<file path="src/rtl/exec_pkg.sv">
// ============================================================================
//  Module   : exec_pkg
//  Brief    : Shared types for the vector execute stage (ops, forward selects,
//             FSM states).
//  Revision : 1.0
// ============================================================================
`default_nettype none

package exec_pkg;

  typedef enum logic [2:0] {
    OP_ADD = 3'b000,
    OP_SUB = 3'b001,
    OP_AND = 3'b010,
    OP_OR  = 3'b011,
    OP_XOR = 3'b100,
    OP_SHL = 3'b101,
    OP_SHR = 3'b110,
    OP_MUL = 3'b111
  } alu_op_e;

  typedef enum logic [1:0] {
    FWD_RD     = 2'b00,
    FWD_WB     = 2'b01,
    FWD_MEM    = 2'b10,
    FWD_RD_ALT = 2'b11
  } fwd_sel_e;

  typedef enum logic [0:0] {
    IDLE     = 1'b0,
    MUL_BUSY = 1'b1
  } exec_state_e;

endpackage

`default_nettype wire

</file>
<file path="src/rtl/exec_lane_alu.sv">
// ============================================================================
//  Module   : exec_lane_alu
//  Brief    : One execute lane: forwarding muxes, operand select, combinational
//             ALU and truncated multiply product.
//  Config   : EXEC_SAT_EN -- signed saturation on add/sub.
//  Revision : 1.0
// ============================================================================
`default_nettype none

module exec_lane_alu
  import exec_pkg::*;
#(
  parameter int W = 18
) (
  input  logic [W-1:0] rd1_i,
  input  logic [W-1:0] rd2_i,
  input  logic [W-1:0] result_w_i,
  input  logic [W-1:0] alu_result_m_i,
  input  logic [W-1:0] ext_imm_i,
  input  logic [1:0]   fwd_a_i,
  input  logic [1:0]   fwd_b_i,
  input  logic [1:0]   alu_src_i,
  input  logic [2:0]   alu_ctrl_i,
  output logic [W-1:0] result_o,
  output logic [W-1:0] fwd_b_o
);

  logic [W-1:0] w_a_fwd;
  logic [W-1:0] w_b_fwd;
  logic [W-1:0] w_a_op;
  logic [W-1:0] w_b_op;
  logic [W-1:0] w_sum;
  logic [W-1:0] w_diff;
  logic [W-1:0] w_add_res;
  logic [W-1:0] w_sub_res;
  logic [4:0]   w_shamt;
  logic         w_shift_big;

  always_comb begin
    case (fwd_sel_e'(fwd_a_i))
      FWD_WB:  w_a_fwd = result_w_i;
      FWD_MEM: w_a_fwd = alu_result_m_i;
      default: w_a_fwd = rd1_i;
    endcase
    case (fwd_sel_e'(fwd_b_i))
      FWD_WB:  w_b_fwd = result_w_i;
      FWD_MEM: w_b_fwd = alu_result_m_i;
      default: w_b_fwd = rd2_i;
    endcase
  end

  assign w_a_op      = alu_src_i[0] ? '0 : w_a_fwd;
  assign w_b_op      = alu_src_i[1] ? ext_imm_i : w_b_fwd;
  assign w_sum       = w_a_op + w_b_op;
  assign w_diff      = w_a_op - w_b_op;
  assign w_shamt     = w_b_op[4:0];
  assign w_shift_big = (int'(w_shamt) >= W);

`ifdef EXEC_SAT_EN
  localparam logic [W-1:0] c_sat_max = {1'b0, {(W-1){1'b1}}};
  localparam logic [W-1:0] c_sat_min = {1'b1, {(W-1){1'b0}}};

  // Overflow: operand signs allow it and the result sign disagrees with A.
  assign w_add_res = ((w_a_op[W-1] == w_b_op[W-1]) && (w_sum[W-1] != w_a_op[W-1]))
                   ? (w_a_op[W-1] ? c_sat_min : c_sat_max) : w_sum;
  assign w_sub_res = ((w_a_op[W-1] != w_b_op[W-1]) && (w_diff[W-1] != w_a_op[W-1]))
                   ? (w_a_op[W-1] ? c_sat_min : c_sat_max) : w_diff;
`else
  assign w_add_res = w_sum;
  assign w_sub_res = w_diff;
`endif

  always_comb begin
    case (alu_op_e'(alu_ctrl_i))
      OP_ADD:  result_o = w_add_res;
      OP_SUB:  result_o = w_sub_res;
      OP_AND:  result_o = w_a_op & w_b_op;
      OP_OR:   result_o = w_a_op | w_b_op;
      OP_XOR:  result_o = w_a_op ^ w_b_op;
      OP_SHL:  result_o = w_shift_big ? '0 : (w_a_op << w_shamt);
      OP_SHR:  result_o = w_shift_big ? '0 : (w_a_op >> w_shamt);
      OP_MUL:  result_o = w_a_op * w_b_op;
      default: result_o = '0;
    endcase
  end

  assign fwd_b_o = w_b_fwd;

endmodule

`default_nettype wire

</file>
<file path="src/rtl/exec_vec_stage.sv">
// ============================================================================
//  Module   : exec_vec_stage
//  Brief    : Registered LANES-wide execute stage with multi-cycle multiply,
//             valid/ready handshake and neighbour address generation.
//  Config   : EXEC_SAT_EN -- signed saturation on add/sub (in exec_lane_alu).
//  Revision : 1.0
// ============================================================================
`default_nettype none

module exec_vec_stage
  import exec_pkg::*;
#(
  parameter int W       = 18,
  parameter int LANES   = 3,
  parameter int ADDR_W  = 19,
  parameter int STRIDE  = 1,
  parameter int MUL_LAT = 3
) (
  input  logic                 clk,
  input  logic                 rst,
  input  logic                 flush_i,
  input  logic                 in_valid_i,
  output logic                 in_ready_o,
  input  logic [LANES*W-1:0]   rd1_i,
  input  logic [LANES*W-1:0]   rd2_i,
  input  logic [LANES*W-1:0]   result_w_i,
  input  logic [LANES*W-1:0]   alu_result_m_i,
  input  logic [LANES*W-1:0]   ext_imm_i,
  input  logic [1:0]           fwd_a_i,
  input  logic [1:0]           fwd_b_i,
  input  logic [1:0]           alu_src_i,
  input  logic [2:0]           alu_ctrl_i,
  output logic                 out_valid_o,
  input  logic                 out_ready_i,
  output logic [LANES*W-1:0]   alu_result_o,
  output logic [LANES*W-1:0]   write_data_o,
  output logic [ADDR_W-1:0]    addr_o,
  output logic [ADDR_W-1:0]    addr_p_o,
  output logic [ADDR_W-1:0]    addr_m_o
);

  localparam int         c_vec_w       = LANES * W;
  localparam int         c_cnt_w       = $clog2(MUL_LAT);
  localparam logic [0:0] c_st_idle     = IDLE;
  localparam logic [0:0] c_st_mul_busy = MUL_BUSY;

  logic [0:0]         state_q,     state_d;
  logic [c_cnt_w-1:0] cnt_q,       cnt_d;
  logic               out_valid_q, out_valid_d;
  logic [c_vec_w-1:0] res_q,       res_d;
  logic [c_vec_w-1:0] wd_q,        wd_d;
  logic [c_vec_w-1:0] pend_res_q,  pend_res_d;
  logic [c_vec_w-1:0] pend_wd_q,   pend_wd_d;
  logic [ADDR_W-1:0]  addr_q,      addr_d;
  logic [ADDR_W-1:0]  addr_p_q,    addr_p_d;
  logic [ADDR_W-1:0]  addr_m_q,    addr_m_d;

  logic [c_vec_w-1:0] w_lane_res;
  logic [c_vec_w-1:0] w_lane_wd;
  logic [c_vec_w-1:0] w_load_res;
  logic [c_vec_w-1:0] w_load_wd;
  logic               w_load;
  logic               w_accept;
  logic               w_is_mul;

  for (genvar g = 0; g < LANES; g++) begin : g_lane
    exec_lane_alu #(.W(W)) u_alu (
      .rd1_i          (rd1_i[g*W +: W]),
      .rd2_i          (rd2_i[g*W +: W]),
      .result_w_i     (result_w_i[g*W +: W]),
      .alu_result_m_i (alu_result_m_i[g*W +: W]),
      .ext_imm_i      (ext_imm_i[g*W +: W]),
      .fwd_a_i        (fwd_a_i),
      .fwd_b_i        (fwd_b_i),
      .alu_src_i      (alu_src_i),
      .alu_ctrl_i     (alu_ctrl_i),
      .result_o       (w_lane_res[g*W +: W]),
      .fwd_b_o        (w_lane_wd[g*W +: W])
    );
  end

  assign in_ready_o = !rst && (state_q == c_st_idle) && (!out_valid_q || out_ready_i);
  assign w_accept   = in_valid_i && in_ready_o && !flush_i;
  assign w_is_mul   = (alu_ctrl_i == OP_MUL);

  always_comb begin
    state_d     = state_q;
    cnt_d       = cnt_q;
    out_valid_d = out_valid_q;
    pend_res_d  = pend_res_q;
    pend_wd_d   = pend_wd_q;
    w_load      = 1'b0;
    w_load_res  = w_lane_res;
    w_load_wd   = w_lane_wd;
    if (flush_i) begin
      state_d     = c_st_idle;
      cnt_d       = '0;
      out_valid_d = 1'b0;
    end else begin
      if (out_valid_q && out_ready_i) begin
        out_valid_d = 1'b0;
      end
      case (state_q)
        c_st_idle: begin
          if (w_accept) begin
            if (w_is_mul) begin
              // Operands are captured at accept so the inputs may change while busy.
              state_d    = c_st_mul_busy;
              cnt_d      = c_cnt_w'(MUL_LAT - 1);
              pend_res_d = w_lane_res;
              pend_wd_d  = w_lane_wd;
            end else begin
              w_load = 1'b1;
            end
          end
        end
        c_st_mul_busy: begin
          if (cnt_q == c_cnt_w'(1)) begin
            w_load     = 1'b1;
            w_load_res = pend_res_q;
            w_load_wd  = pend_wd_q;
            state_d    = c_st_idle;
          end else begin
            cnt_d = cnt_q - c_cnt_w'(1);
          end
        end
        default: state_d = c_st_idle;
      endcase
      if (w_load) begin
        out_valid_d = 1'b1;
      end
    end
  end

  // Lane 0 fills the low address bits, lane 1 supplies the remaining high bits.
  assign res_d    = w_load ? w_load_res : res_q;
  assign wd_d     = w_load ? w_load_wd : wd_q;
  assign addr_d   = w_load ? w_load_res[ADDR_W-1:0] : addr_q;
  assign addr_p_d = w_load ? (w_load_res[ADDR_W-1:0] + ADDR_W'(STRIDE)) : addr_p_q;
  assign addr_m_d = w_load ? (w_load_res[ADDR_W-1:0] - ADDR_W'(STRIDE)) : addr_m_q;

  always_ff @(posedge clk or posedge rst) begin
    if (rst) begin
      state_q     <= c_st_idle;
      cnt_q       <= '0;
      out_valid_q <= 1'b0;
      res_q       <= '0;
      wd_q        <= '0;
      pend_res_q  <= '0;
      pend_wd_q   <= '0;
      addr_q      <= '0;
      addr_p_q    <= '0;
      addr_m_q    <= '0;
    end else begin
      state_q     <= state_d;
      cnt_q       <= cnt_d;
      out_valid_q <= out_valid_d;
      res_q       <= res_d;
      wd_q        <= wd_d;
      pend_res_q  <= pend_res_d;
      pend_wd_q   <= pend_wd_d;
      addr_q      <= addr_d;
      addr_p_q    <= addr_p_d;
      addr_m_q    <= addr_m_d;
    end
  end

  assign out_valid_o  = out_valid_q;
  assign alu_result_o = res_q;
  assign write_data_o = wd_q;
  assign addr_o       = addr_q;
  assign addr_p_o     = addr_p_q;
  assign addr_m_o     = addr_m_q;

endmodule

`default_nettype wire

</file>
<file path="config.mk">
export PLATFORM = sky130hd
export DESIGN_NAME = exec_vec_stage
export DESIGN_NICKNAME = d
export VERILOG_FILES = /design/src/rtl/exec_pkg.sv /design/src/rtl/exec_lane_alu.sv /design/src/rtl/exec_vec_stage.sv
export SDC_FILE = /design/constraint.sdc
export NUM_CORES = 2
export LEC_CHECK = 0
export ABC_AREA = 1
export CORE_MARGIN = 5
export CORE_UTILIZATION = 40
export DETAILED_ROUTE_END_ITERATION = 10
export SLEW_MARGIN = 0
export SYNTH_ARGS = -nofsm -noshare
export SYNTH_HDL_FRONTEND = slang
export SYNTH_SLANG_ARGS = --single-unit
</file>
<file path="constraint.sdc">
create_clock -name clk -period 14.1 [get_ports clk]
set_input_delay 2.82 -clock clk [delete_from_list [all_inputs] [get_ports clk]]
set_output_delay 2.82 -clock clk [all_outputs]
set_load 0.05 [all_outputs]
</file>
==> impl_metrics.toml <==
[synth]
ys.flop_type = "dfrtp_1"
synth_nets = 7026
yosysUniqueCellTypes = 71
yosys.area_share.simple = 0.308
synth_compound_area_frac = 0.125
synth-seq-cells = 257
synth_top_family_by_area = "simple AND/OR/NAND/NOR gates"
synthAdderAreaFrac = 0.264
synth_seq_area_share = 0.157
synth_area_per_cell_sq_um = 6.73
synth-edff-count = 0
synth_area_sq_um = 40900
yosys_warnings = 0
synth_mux_area_frac = 0.000734
synthCells = 6078
async_reset_ff_frac = 1.00
synthXorXnorAreaFrac = 0.0290

[worst_setup_path]
slowest_stage = "ha_2"
cp-start-kind = "input port"
crit_path_end_kind = "flip-flop"
crit_fanout = 28
cp.required_ps = 14560
cpMostUsedCell = "nand2_1"
cp.arrival_ps = 12040
crit_type = "in2reg"
max_stage_delay_ps = 630
r2r_slack_ps = 9610

[clocking]
post_cts_buffers = 0
cts_resized = 0
clockBufferDepth = 3
cts_sinks = 257
numCtsBuffers = 34
clk_latency_ps = 590
cts_hold_buf = 0
cts.clk_slew.worst_paths_ps = 60
cts_tree = "yes"
cts.htree.levels = 2
root_buffer = "clkbuf_16"

[floorplanning]
die-area_sq_um = 109000
rows = 117
start_util = 0.402
die_h_um = 330
core-area_sq_um = 102000
ios = 451
die_w_um = 330

[cells_and_area]
stdcell_area_sq_um = 47500
layout-drive-gt1-share = 0.0535
nFillCells = 10656
area_growth_pct = 16.1
final_nets = 7297

[pwr]
p_leak_nw = 23.6
power_switching_share = 0.545
p_int_w = 0.00299
power_frac_seq = 0.166
p_sw_w = 0.00359
p_per_area_nw_per_um2 = 139
p_clk_frac = 0.140
ir_drop_v = 0.000162
total_power_w = 0.00658
pwr-share-comb = 0.693

[sta]
post-route-period-util = 0.822
slew_viol_final = 0
tns_ps = 0
fin_crit_ps = 11590
whs_ps = 464
skew_ps = 33.5
rsz0062_at_grt = "no"
tightest_slew_ps = 1270
hold_violations = 0
setup_viol = 0
fmax_mhz = 86.3
slew_headroom = 0.142

[route]
drt_first_pass_iters = 8
routedWlPerCell_um = 24.5
first_iter_violations = 4797
routed_via_density = 5.61
drc = 0
routed_wl_um = 190000
ant_nets = 0
vias = 43435

[place]
port_buffers = 450
placed_cell_area_sq_um = 46300
dpl.hpwl_um = 150000
globalplace.congestion = 1.03

[global_route]
grt_pass1_vias = 42161
gr-total-overflow = 0
grt_pass1_wl_um = 279000
grt_max_degree = 138
antenna_found_initial = 9
grt.total_usage = 0.340

[job]
maxCapViolCount = 0

[run_status]
status = "finished, final reports clean"

[worst_hold_path]
min_path_type = "reg2reg"
-- final timing paths --
path / start / to / depth (start not counted)
setup reg to reg: cnt_q[0] / addr_p_o[10] / 12
max in group asynchronous: rst / pend_wd_q[21] / 3
min in group asynchronous: rst / addr_p_o[2] / 2
hold / removal: write_data_o[44] / write_data_o[44] / 2
hold reg to reg: write_data_o[44] / write_data_o[44] / 2
setup / recovery: fwd_a_i[0] / addr_p_o[16] / 36
-- sequential cells by signal (all words and copies together) (netlist names) --
signal,cells
addr_m_o,18
addr_p_o,19
alu_result_o,54
cnt_q,2
out_valid_o,1
pend_res_q,54
pend_wd_q,54
state_q,1
write_data_o,54
-- worst max-delay path: cells and delay by family --
family / cells / cell delay [ps]
AO/OA/AOI/OAI: 3 / 550
XOR/XNOR: 1 / 160
adder cells (fa/ha/maj): 9 / 4010
buffers and inverters: 8 / 1550
AND/OR/NAND/NOR: 15 / 2920
-- Yosys cell counts (73+ instances only) --
cell type     n  area, sq um
fa_1        330         6610
nand2_1    1824         6850
a21oi_1     176          881
buf_2        73          365
xor2_1       94          823
dfrtp_1     257         6430
inv_1       812         3050
nor2_1      554         2080
clkbuf_1    125          469
o21ai_0     313         1570
o21ai_1      91          455
nand3_1     407         2040
ha_1        334         4180
-- power groups by stage --
stage / sequential (W) / clock (W) / combinational (W)
after floorplan: 0.00150 / 0 / 0.00252
after global placement: 0.00109 / 0 / 0.00447
after detailed placement: 0.00110 / 0 / 0.00448
after CTS: 0.00109 / 0.000943 / 0.00452
after global routing: 0.00111 / 0.000966 / 0.00498
final: 0.00109 / 0.000923 / 0.00456
-- placed cells by master, fill, tap and decap left out, types with 26 or more instances in the layout --
cell type | Yosys | final
nor2_1 | 554 | 550
a21oi_1 | 176 | 176
or2_2 | 30 | 30
nor3_1 | 36 | 34
inv_1 | 812 | 809
clkdlybuf4s50_1 | 0 | 448
nand3_1 | 407 | 406
clkbuf_16 | 0 | 35
nand2_2 | 29 | 29
a31oi_1 | 27 | 27
o21ai_2 | 33 | 34
xnor2_1 | 36 | 36
buf_4 | 45 | 77
ha_1 | 334 | 330
dfrtp_1 | 257 | 257
fa_1 | 330 | 330
nand4_1 | 38 | 38
inv_2 | 32 | 31
xor2_1 | 94 | 94
o21ai_1 | 91 | 89
o221ai_1 | 26 | 26
o211ai_1 | 38 | 38
o21ai_0 | 313 | 313
nand2_1 | 1824 | 1822
-- cell type report --
class	instances	area (sq um)	share of cell area
Inverter	866	3270	0.0689
Clock inverter	13	184	0.00388
Antenna cell	6	15.0	0.000316
Sequential cell	257	6430	0.136
Tap cell	1368	1710	0.0361
Clock buffer	48	975	0.0205
Multi-Input combinational cell	4663	29800	0.628
Timing Repair Buffer	527	5090	0.107
-- through the flow --
stage               utilization  std cells  setup slack [ps]
floorplan                     -       6078              4210
CTS                       0.467       7742              2660
detailed placement        0.456       7681              2070
finish                    0.467       7748              2510
global placement          0.456       7681              2230
global route              0.467       7747              2180
-- metal layers --
| layer | global-route usage | wire length (um) | vias up |
|---|---|---|---|
| li1 | - | - | 19800 |
| met1 | 0.452 | 76900 | 20831 |
| met2 | 0.525 | 81800 | 2331 |
| met3 | 0.0771 | 19700 | 469 |
| met4 | 0.164 | 11100 | 4 |
| met5 | 0 | 22 | - |
-- cells by family after synthesis --
family,Yosys count
compound gates,851
xor+xnor,132
fa+ha+maj,664
buf+inv,1158
flops,257
mux,3
simple gates,3013
Power figures use the tool's default switching activity.
